`src/rtl/cpu_run_ctrl_pkg.sv`:
```
// rtl/cpu_run_ctrl_pkg.sv - shared state encodings and cause bit indices for the run controller
package cpu_run_ctrl_pkg;

    typedef enum logic [1:0] {
        ST_IDLE = 2'd0,
        ST_RUN  = 2'd1,
        ST_STEP = 2'd2,
        ST_EXC  = 2'd3
    } run_state_t;

    localparam int CAUSE_OVF  = 2;
    localparam int CAUSE_ADDR = 1;
    localparam int CAUSE_DIVZ = 0;

endpackage

```
`src/rtl/cpu_run_ctrl_edge_rise.sv`:
```
// rtl/cpu_run_ctrl_edge_rise.sv - registered rising-edge detector with parameterised history reset value
module edge_rise #(
    parameter logic RST_VAL = 1'b1
) (
    input  logic SYS_clk,
    input  logic SYS_rst,
    input  logic level,
    output logic rise
);

    logic prev_q;

    // History resets to RST_VAL so an input held through reset is not seen as an edge.
    always_ff @(posedge SYS_clk) begin
        if (!SYS_rst) begin
            prev_q <= RST_VAL;
            rise   <= 1'b0;
        end else begin
            prev_q <= level;
            rise   <= level & ~prev_q;
        end
    end

endmodule

```
`src/rtl/cpu_run_ctrl.sv`:
```
// rtl/cpu_run_ctrl.sv - PC owner and run/step/halt sequencer for the single-cycle datapath
module cpu_run_ctrl
    import cpu_run_ctrl_pkg::*;
#(
    parameter int           EXC_MODE   = 0,
    parameter logic [7:0]   EXC_VECTOR = 8'hF0,
    parameter int           RET_W      = 16
) (
    input  logic             SYS_clk,
    input  logic             SYS_rst,
    input  logic             SYS_load,
    input  logic [7:0]       SYS_pc_val,
    input  logic             run_en,
    input  logic             step_btn,
    input  logic             resume,
    input  logic [7:0]       pc_next,
    input  logic             eh_flag,
    input  logic [2:0]       eh_cause,
    output logic [7:0]       pc_current,
    output logic             commit,
    output logic [7:0]       epc,
    output logic [2:0]       cause,
    output logic             halted,
    output logic [1:0]       state,
    output logic [RET_W-1:0] retired
);

    logic load_rise;
    logic step_rise;
    logic resume_rise;

    edge_rise #(.RST_VAL(1'b1)) u_load_edge (
        .SYS_clk (SYS_clk),
        .SYS_rst (SYS_rst),
        .level   (SYS_load),
        .rise    (load_rise)
    );

    edge_rise #(.RST_VAL(1'b1)) u_step_edge (
        .SYS_clk (SYS_clk),
        .SYS_rst (SYS_rst),
        .level   (step_btn),
        .rise    (step_rise)
    );

    edge_rise #(.RST_VAL(1'b1)) u_resume_edge (
        .SYS_clk (SYS_clk),
        .SYS_rst (SYS_rst),
        .level   (resume),
        .rise    (resume_rise)
    );

    run_state_t       state_q, state_d;
    logic [7:0]       pc_d, epc_d;
    logic [2:0]       cause_d;
    logic [RET_W-1:0] ret_d;
    logic             commit_c;
    logic             exc_take;

    always_ff @(posedge SYS_clk) begin
        if (!SYS_rst) begin
            state_q    <= ST_IDLE;
            pc_current <= 8'h00;
            epc        <= 8'h00;
            cause      <= 3'b000;
            retired    <= '0;
        end else begin
            state_q    <= state_d;
            pc_current <= pc_d;
            epc        <= epc_d;
            cause      <= cause_d;
            retired    <= ret_d;
        end
    end

    always_comb begin
        state_d  = state_q;
        pc_d     = pc_current;
        epc_d    = epc;
        cause_d  = cause;
        ret_d    = retired;
        commit_c = 1'b0;
        exc_take = 1'b0;

        case (state_q)
            ST_IDLE: begin
                if (load_rise)      pc_d    = SYS_pc_val;
                else if (step_rise) state_d = ST_STEP;
                else if (run_en)    state_d = ST_RUN;
            end
            ST_RUN: begin
                if (eh_flag)     exc_take = 1'b1;
                else if (run_en) commit_c = 1'b1;
                else             state_d  = ST_IDLE;
            end
            ST_STEP: begin
                state_d = ST_IDLE;
                if (eh_flag) exc_take = 1'b1;
                else         commit_c = 1'b1;
            end
            ST_EXC: begin
                if (load_rise) begin
                    pc_d    = SYS_pc_val;
                    state_d = ST_IDLE;
                end else if (resume_rise) begin
                    pc_d    = epc + 8'd1;
                    state_d = ST_IDLE;
                end
            end
            default: state_d = ST_IDLE;
        endcase

        if (commit_c) begin
            pc_d  = pc_next;
            ret_d = retired + 1'b1;
        end

        // The faulting instruction never retires; in halt mode its PC stays put for inspection.
        if (exc_take) begin
            epc_d   = pc_current;
            cause_d = eh_cause;
            if (EXC_MODE == 0) begin
                state_d = ST_EXC;
            end else begin
                pc_d    = EXC_VECTOR;
                state_d = (state_q == ST_STEP) ? ST_IDLE : ST_RUN;
            end
        end
    end

    // Gated by reset so the instruction in flight cannot write on the resetting edge.
    assign commit = commit_c & SYS_rst;
    assign halted = (state_q == ST_EXC);
    assign state  = state_q;

endmodule

```
`config.mk`:
```
export PLATFORM = sky130hd
export DESIGN_NAME = cpu_run_ctrl
export DESIGN_NICKNAME = d
export VERILOG_FILES = /design/src/rtl/cpu_run_ctrl_pkg.sv /design/src/rtl/cpu_run_ctrl_edge_rise.sv /design/src/rtl/cpu_run_ctrl.sv
export SDC_FILE = /design/constraint.sdc
export NUM_CORES = 1
export LEC_CHECK = 0
export ABC_AREA = 1
export CORE_ASPECT_RATIO = 0.6
export CORE_MARGIN = 2
export CORE_UTILIZATION = 50
export DETAILED_ROUTE_END_ITERATION = 12
export PLACE_DENSITY = 0.84
export SLEW_MARGIN = 25
export SYNTH_ARGS = -nofsm -noshare
export SYNTH_HDL_FRONTEND = slang
export SYNTH_SLANG_ARGS = --single-unit
```
`constraint.sdc`:
```
create_clock -name SYS_clk -period 2.8 [get_ports SYS_clk]
set_clock_uncertainty 0.05 [all_clocks]
set_input_delay 0.84 -clock SYS_clk [delete_from_list [all_inputs] [get_ports SYS_clk]]
set_output_delay 0.84 -clock SYS_clk [all_outputs]
set_load 0.01 [all_outputs]
```
==> Word level (Yosys, flattened, before mapping) <==
Cells that the tools add are included.
{ "op_classes": {"muxes": 20, "reduce_logical": 5, "n_bitwise": 7, "addsub": 2, "n_eq_ne": 10} }
{ "op_table": {"columns": ["cell", "count"], "rows": [
  ["8-bit 2-to-1 mux", 4],
  ["16-bit by 1-bit adder with 16-bit output, second input constant", 1],
  ["2-bit 2-to-1 mux", 8],
  ["8-bit one-hot mux with 2 select lines", 1],
  ["3-bit != test, second input constant", 3],
  ["8-bit by 1-bit adder with 8-bit output, second input constant", 1],
  ["4-bit by 1-bit != test with 1-bit output, second input constant", 2],
  ["2-bit one-hot mux with 4 select lines", 1],
  ["1-bit 2-to-1 mux", 5],
  ["5-bit AND reduction", 1],
  ["1-bit bitwise AND", 4],
  ["2-bit == test, second input constant", 2],
  ["4-bit by 3-bit != test with 1-bit output, second input constant", 1],
  ["3-bit by 2-bit != test with 1-bit output, second input constant", 1],
  ["1-bit NOT", 3],
  ["3-bit AND reduction", 1],
  ["3-bit nonzero test", 1],
  ["2-bit by 1-bit == test with 1-bit output, second input constant", 1],
  ["2-bit logical NOT", 1],
  ["1-bit one-hot mux with 2 select lines", 1],
  ["2-bit OR reduction", 1]
]} }
{ "totals": {"word_cells": 55, "input_bits": 26, "ff_bits": 43} }

==> Logic depth before layout (Yosys ltp) <==
Gate-level depths: netlist of the first run.
{ "depth": {"depth_word": 5, "ltp_mapped": 12} }

==> Hierarchy <==
Synthesis of the first run repeated with hierarchy kept, for this count alone.
{ "unflattened": {"cells_unflattened": 329, "area_unflattened_um2": 2182.1} }
{ "modules_own_cells": {"columns": ["module", "area_each_um2", "instances", "cells_per_inst", "seq_area_each_um2"], "rows": [
  ["cpu_run_ctrl", 2020.7, 1, 314, 740.7],
  ["edge_rise", 53.8, 3, 5, 40.0]
]} }

==> Worst setup path before layout of the first run <==
OpenSTA, ideal clock, no wires.
{ "synth_path": {"kind": "input -> output", "from": "input port eh_flag", "to": "output port commit", "arrival_ps": 1393, "cell_stages": 4, "slack_ps": 517, "cell_sequence": "nor2_2 -> nand2_2 -> buf_2 -> nor2_1"} }
{ "synth_between": {"elab_chain_cells": 3, "word_cells_on_any_way": 4} }
{ "synth_rtl": {"columns": ["item", "line", "rtl"], "rows": [
  ["start, declared", "cpu_run_ctrl.sv:17", "input logic eh_flag,"],
  ["1-bit 2-to-1 mux, on equally long branches", "cpu_run_ctrl.sv:98, cpu_run_ctrl.sv:92", null],
  ["1-bit one-hot mux with 2 select lines *", "cpu_run_ctrl.sv:85", "case (state_q)"],
  ["1-bit bitwise AND *", "cpu_run_ctrl.sv:132", "assign commit = commit_c & SYS_rst;"],
  ["end, declared", "cpu_run_ctrl.sv:20", "output logic commit,"]
]} }
Mark *: on every way between the ends. The rest lies on a longest branch, timed or not.

==> Worst setup path after layout of the first run <==
{ "layout_path": {"from": "input port run_en", "to": "output port commit"} }
{ "layout_between": {"elab_chain_cells": 4} }
{ "layout_rtl": {"columns": ["item", "line", "rtl"], "rows": [
  ["start, declared", "cpu_run_ctrl.sv:13", "input logic run_en,"],
  ["1-bit 2-to-1 mux", "cpu_run_ctrl.sv:93", "else if (run_en) commit_c = 1'b1;"],
  ["1-bit 2-to-1 mux", "cpu_run_ctrl.sv:92", "if (eh_flag) exc_take = 1'b1;"],
  ["1-bit one-hot mux with 2 select lines", "cpu_run_ctrl.sv:85", null],
  ["1-bit bitwise AND", "cpu_run_ctrl.sv:132", null]
]} }
No other way between the ends.

==> results of run 1 <==
[final timing paths]
check,to,startpoint,cells after the start,slack [ns]
setup / recovery,commit,run_en,6,0.06
hold reg to reg,u_step_edge.rise$_SDFF_PN0_,u_step_edge.prev_q$_SDFF_PN1_,1,0.34
hold / removal,u_step_edge.rise$_SDFF_PN0_,u_step_edge.prev_q$_SDFF_PN1_,1,0.34
setup reg to reg,retired[11]$_SDFFE_PN0P_,state[1]$_SDFFE_PN0P_,11,0.84
[sequential cells by signal (all words and copies together) (netlist names)]
signal	flops
retired	16
epc	8
pc_current	8
cause	3
state	2
u_load_edge.prev_q	1
u_load_edge.rise	1
u_resume_edge.prev_q	1
u_resume_edge.rise	1
u_step_edge.prev_q	1
u_step_edge.rise	1
[where the power goes]
group	internal [W]	switching (W)
logic	0.000450	0.000502
clock network	0.000262	0.000205
registers	0.000734	0.000116
[logic make-up (layout without fill, tap and decap cells)]
group,after synthesis,after routing,synth area share (%)
flip-flops,43,43,38.5
AO/OA/AOI/OAI,50,50,11.9
buffers and inverters,53,125,9.39
adder cells (fa/ha/maj),7,7,3.91
XOR/XNOR,1,1,0.391
AND/OR/NAND/NOR,180,180,36.0
[per-layer routing]
layer	wire length (microns)	share of wire [%]	global-route usage [%]
met1	2850	47	35.6
met2	2670	44	37.6
met3	540	8.8	7.05
met4	63	1.0	7.69
met5	0	0	0
[layout make-up]
type	instances	area [sq um]
Fill cell	362	1130
Clock buffer	6	72.6
Sequential cell	43	861
Inverter	45	169
Tap cell	60	75.1
Multi-Input combinational cell	238	1170
Timing Repair Buffer	73	703
Clock inverter	1	30.0
[per-stage QoR]
step	setup TNS (ns)	instance area [sq um]	worst slack [ns]
final	0	3080	0.0635
after global routing	0	3080	0.000195
after CTS	0	3080	0.0735
after detailed placement	-0.385	2980	-0.385
after global placement	-0.373	2980	-0.373
after floorplan	0	2240	0.517
[cells in the final DEF (no fill, tap or decap), drive strengths merged, types with 3 or more instances in the layout]
| master | instances |
|---|---|
| o21ai | 23 |
| dfxtp | 43 |
| nor2 | 52 |
| ha | 7 |
| inv | 45 |
| a21oi | 22 |
| or2 | 3 |
| nor3 | 10 |
| clkdlybuf4s50 | 63 |
| buf | 10 |
| nand2 | 88 |
| nand4 | 5 |
| clkbuf | 6 |
| nand3 | 21 |
[timing repair]
item                       CTS  global route
hold endpoints to repair     0             0
resized for setup            5             0
setup endpoints to repair    1             0
==> results.py, run 1 <==
metrics = {
    "route": {
        "wl_mm": 6.12,
        "vias_per_cell": 5.24,
        "num_vias": 2440,
        "first_pass_iters": 5,
        "drc": 0,
        "drt-initial-drc-count": 234,
        "wl_per_cell_microns": 13.1,
        "ant_nets": 0,
    },
    "setup_path": {
        "cp_slowest_cell": "clkdlybuf4s50_1",
        "worstPathRequired_ns": 1.91,
        "worstSetupStartpointType": "primary input",
        "slowest_delay_ns": 0.50,
        "crit_buf_inv": 2,
        "path_cells": "clkdlybuf4s50_1 -> nand2_1 -> nand2_1 -> nand2_2 -> nor2_2 -> buf_2",
        "cpMostUsedCell": "nand2_1",
        "crit_fanout": 3,
        "end_kind": "output pin",
        "arrival_ns": 1.85,
        "worst-setup-path-type": "primary input to output pin",
        "crit_family": "buffers and inverters",
    },
    "sta": {
        "fmax_mhz": 365,
        "rsz0062_at_grt": "false",
        "fin_crit_sh_pct": 97.7,
        "tightest_slew_ns": 0.320,
        "final_max_slew_viol_count": 0,
        "setup_viol": 0,
        "finalHoldWorstSlack_ns": 0.345,
        "min_period_ns": 2.74,
        "relSlewSlack_pct": 78.7,
        "final_hold_viol_count": 0,
    },
    "clocking": {
        "worstSkewPairLatency_ns": 0.30,
        "clk_pin_slew_worst_paths_ns": 0.07,
        "post_cts_buffers": 0,
        "postCtsHoldBufs": 0,
        "numCtsBuffers": 5,
        "cts.sinks": 43,
        "cts_tree": "done",
        "cts-root-buf": "clkbuf_8",
        "h-tree-depth": 2,
        "cts.path.max_buffers": 2,
    },
    "floorplanning": {
        "die-area_sq_mm": 0.00505,
        "initial_utilization_pct": 53.1,
        "ios": 65,
        "core_area_sq_mm": 0.00421,
        "fp.dieW_microns": 90.4,
        "die_height_microns": 55.8,
        "num_rows": 18,
    },
    "synth": {
        "syn_area_sq_mm": 0.00224,
        "yosysSeqAreaShare_pct": 38.5,
        "synth_top_cell_by_area": "dfxtp_1",
        "yosysMostFrequentCell": "nand2_1",
        "synth.area.top_cells": "dfxtp_1 (38%), nand2_1 (14%), nor2_1 (7.9%), inv_1 (7.0%), o21ai_0 (5.1%)",
        "syn_inst": 334,
        "synthTopCellsByCount": "nand2_1 (84), nor2_1 (47), dfxtp_1 (43), inv_1 (42), o21ai_0 (23)",
        "ys.flop_type": "dfxtp_1",
        "ys_ff_latch": 43,
        "yosysUniqueCellTypes": 29,
        "synth-edff-count": 0,
        "async_reset_ff_share_pct": 0,
        "synth_fp_nets": 367,
        "yosysWarningCount": 0,
        "syn_avg_cell_area_sq_um": 6.70,
        "synth_top_cell_area_share_pct": 38.5,
    },
    "place": {
        "io_buffers": 64,
        "place_congestion": 0.831,
        "dp_cells": 459,
        "dp.final_hpwl_mm": 4.63,
    },
    "global_routing": {
        "grt_max_degree": 31,
        "grt_use_total_pct": 25.2,
        "grt_pass1_wl_mm": 10.2,
        "antenna_found_initial": 0,
        "grt_overflow": 0,
        "grt_pass1_vias": 2138,
    },
    "power": {
        "power.total_w": 0.00227,
        "power.leakage_nw": 1.34,
        "vdd_drop_max_mv": 0.461,
        "power_density_mw_per_mm2": 736,
    },
    "job": {
        "drv_cap": 0,
    },
    "outcome": {
        "status": "complete, no violations",
    },
    "finish": {
        "final_util_pct": 73.1,
        "fin_cells": 466,
        "drive_gt1_share_pct": 8.62,
        "fin_nets": 439,
        "diodes": 0,
        "area_delta_synth_final_pct": 37.6,
    },
    "min_path": {
        "min_path_type": "flop to flop",
    },
}
Note: power is estimated with default switching activity, not from simulation.
==> run 2, diff against run 1 <==
SYNTH_HIERARCHICAL = 1   (was default)
==> run 2 against run 1 <==
Sequential share of layout area increased by 0.72 points. Flip-flop and latch count unchanged. Via count decreased by 4.8%. Critical path depth unchanged. Area after synthesis decreased by 2.5%. Wire length decreased by 11%. First-iteration DRC count decreased by 46%. Die area decreased by 2.4%. Critical endpoint unchanged.
==> results.py, run 2 <==
metrics = {
    "outcome": {
        "status": "complete, no violations",
    },
    "global_routing": {
        "grt_use_total_pct": 23.0,
        "grt_overflow": 0,
        "met2_usage_pct": 37.5,
        "busiest_layer": "met2",
        "antenna_found_initial": 0,
        "grt_max_degree": 35,
        "grt_pass1_vias": 1989,
        "grt.met1_usage_pct": 31.8,
        "grt_util_met3_pct": 4.60,
        "grt_pass1_wl_mm": 8.68,
    },
    "finish": {
        "diodes": 0,
        "most-common-layout-cells": "nand2_1 (89), clkdlybuf4s50_1 (63), inv_1 (44)",
        "fillers": 349,
        "drive_gt1_share_pct": 8.48,
        "seq_area_sq_um": 861,
        "fin_nets": 432,
        "final_util_pct": 72.5,
        "area_delta_synth_final_pct": 37.6,
        "layout_commonest_cell": "nand2_1",
        "largest_reg_flops": 16,
        "largest-register": "retired",
        "top_regs": "retired x16, epc x8, pc_current x8",
        "multi_input_area_sq_mm": 0.00111,
    },
    "sta": {
        "fin_crit_sh_pct": 93.8,
        "final_max_slew_viol_count": 0,
        "tightest_slew_ns": 0.409,
        "final_hold_viol_count": 0,
        "rsz0062_at_grt": "false",
        "min_period_ns": 2.63,
        "relSlewSlack_pct": 72.6,
        "finalHoldWorstSlack_ns": 0.355,
        "setup_viol": 0,
        "fmax_mhz": 381,
        "worst_slack_ns": 0.175,
    },
    "synth": {
        "synth_fp_nets": 361,
        "yosysUniqueCellTypes": 26,
        "synth.area.mux_share_pct": 0,
        "ys.flop_type": "dfxtp_1",
        "synth_xor_area_share_pct": 0.803,
        "syn_inst": 329,
        "synth_compound_area_share_pct": 13.6,
        "yosysWarningCount": 6,
        "synth_top_cell_by_area": "dfxtp_1",
        "synth.area.top_cells": "dfxtp_1 (39%), nand2_1 (15%), inv_1 (7.6%), o21ai_0 (6.9%), nor2_1 (5.8%)",
        "syn_area_sq_mm": 0.00218,
        "ys_ff_latch": 43,
        "synth_fa_ha_area_share_pct": 3.44,
        "syn_avg_cell_area_sq_um": 6.63,
        "synth_simple_gate_area_share_pct": 32.9,
        "synth_top_cell_area_share_pct": 39.4,
        "synthTopCellsByCount": "nand2_1 (89), inv_1 (44), dfxtp_1 (43), nor2_1 (34), o21ai_0 (30)",
        "yosysSeqAreaShare_pct": 39.4,
        "async_reset_ff_share_pct": 0,
        "yosysMostFrequentCell": "nand2_1",
        "synth-edff-count": 0,
        "synth_top_family_by_area": "simple AND/OR/NAND/NOR gates",
    },
    "floorplanning": {
        "ios": 65,
        "fp.dieW_microns": 89.3,
        "core_area_sq_mm": 0.00414,
        "num_rows": 18,
        "initial_utilization_pct": 52.7,
        "die-area_sq_mm": 0.00493,
        "die_height_microns": 55.2,
    },
    "route": {
        "num_vias": 2322,
        "wl_per_cell_microns": 11.9,
        "drc": 0,
        "vias_per_cell": 5.04,
        "drt-initial-drc-count": 127,
        "first_pass_iters": 4,
        "wl_mm": 5.48,
        "ant_nets": 0,
    },
    "min_path": {
        "min_path_type": "flop to flop",
    },
    "setup_path": {
        "slowest_delay_ns": 0.48,
        "arrival_ns": 1.74,
        "cpMostUsedCell": "nand2_1",
        "cp_slowest_cell": "clkdlybuf4s50_1",
        "worst-setup-path-type": "primary input to output pin",
        "crit_fanout": 2,
        "end_kind": "output pin",
        "worstPathRequired_ns": 1.91,
        "crit_buf_inv": 2,
        "worstSetupStartpointType": "primary input",
        "crit_family": "buffers and inverters",
        "path_cells": "clkdlybuf4s50_1 -> nand2_1 -> nand2_1 -> nand2_1 -> nor2_1 -> clkbuf_2",
    },
    "place": {
        "dp_slack_ns": -0.217,
        "dp.final_hpwl_mm": 4.13,
        "io_buffers": 64,
        "place_congestion": 0.883,
    },
    "clocking": {
        "clk_pin_slew_worst_paths_ns": 0.08,
        "h-tree-depth": 2,
        "post_cts_buffers": 0,
        "cts-root-buf": "clkbuf_8",
        "worstSkewPairLatency_ns": 0.29,
        "numCtsBuffers": 5,
        "cts_tree": "done",
        "postCtsHoldBufs": 0,
        "cts.path.max_buffers": 2,
        "cts.sinks": 43,
    },
    "power": {
        "power.leakage_nw": 1.27,
        "power_density_mw_per_mm2": 604,
        "power.total_w": 0.00181,
        "vdd_drop_max_mv": 0.388,
    },
    "job": {
        "drv_cap": 0,
    },
}
[run 2: where the power goes]
part / internal [W] / switching (W) / total [W] / leakage (nW)
clock network: 0.000171 / 0.000210 / 0.000381 / 0.0477
logic: 0.000315 / 0.000329 / 0.000644 / 0.868
registers: 0.000700 / 0.0000877 / 0.000788 / 0.350
total: 0.00119 / 0.000627 / 0.00181 / 1.27
[run 2: logic make-up after synthesis]
group / after synthesis
fa+ha+maj: 6
simple gates: 166
xor+xnor: 2
buf+inv: 55
compound gates: 57
flops: 43
[run 2: cell type report]
| cell class | instances | area share (%) |
|---|---|---|
| clock inverter | 3 | 0.500 |
| clock buffer | 5 | 2.29 |
| timing repair buffer | 73 | 23.4 |
| sequential | 43 | 28.7 |
| multi-input combinational | 231 | 36.9 |
| tap | 60 | 2.50 |
| inverter | 46 | 5.75 |
[run 2: metrics by stage]
step	cells	cell area [sq um]	TNS, ns
global route	461	3000	0
floorplan	329	2180	0
finish	461	3000	0
detailed placement	453	2920	-0.217
global placement	453	2920	-0.205
CTS	461	3010	0
[run 2: repair_timing]
action                     CTS  global route
gates resized for setup      1             2
hold endpoints to repair     0             0
setup endpoints to repair    1             1
[run 2: final timing paths]
check | start | end | slack, ns | cells after the start
max reg2reg | state[0]$_SDFFE_PN0P_ | pc_current[2]$_SDFFE_PN0P_ | 0.70 | 11
min | u_step_edge/prev_q$_SDFF_PN1_ | u_step_edge/rise$_SDFF_PN0_ | 0.35 | 1
min reg2reg | u_step_edge/prev_q$_SDFF_PN1_ | u_step_edge/rise$_SDFF_PN0_ | 0.35 | 1
max | run_en | commit | 0.17 | 6
[run 2: per-layer routing]
metal  up-vias  share of wire [%]
li1       1181                  -
met1      1039                 48
met2        98                 44
met3         4                7.6
met4         0               0.42
met5         -                  0
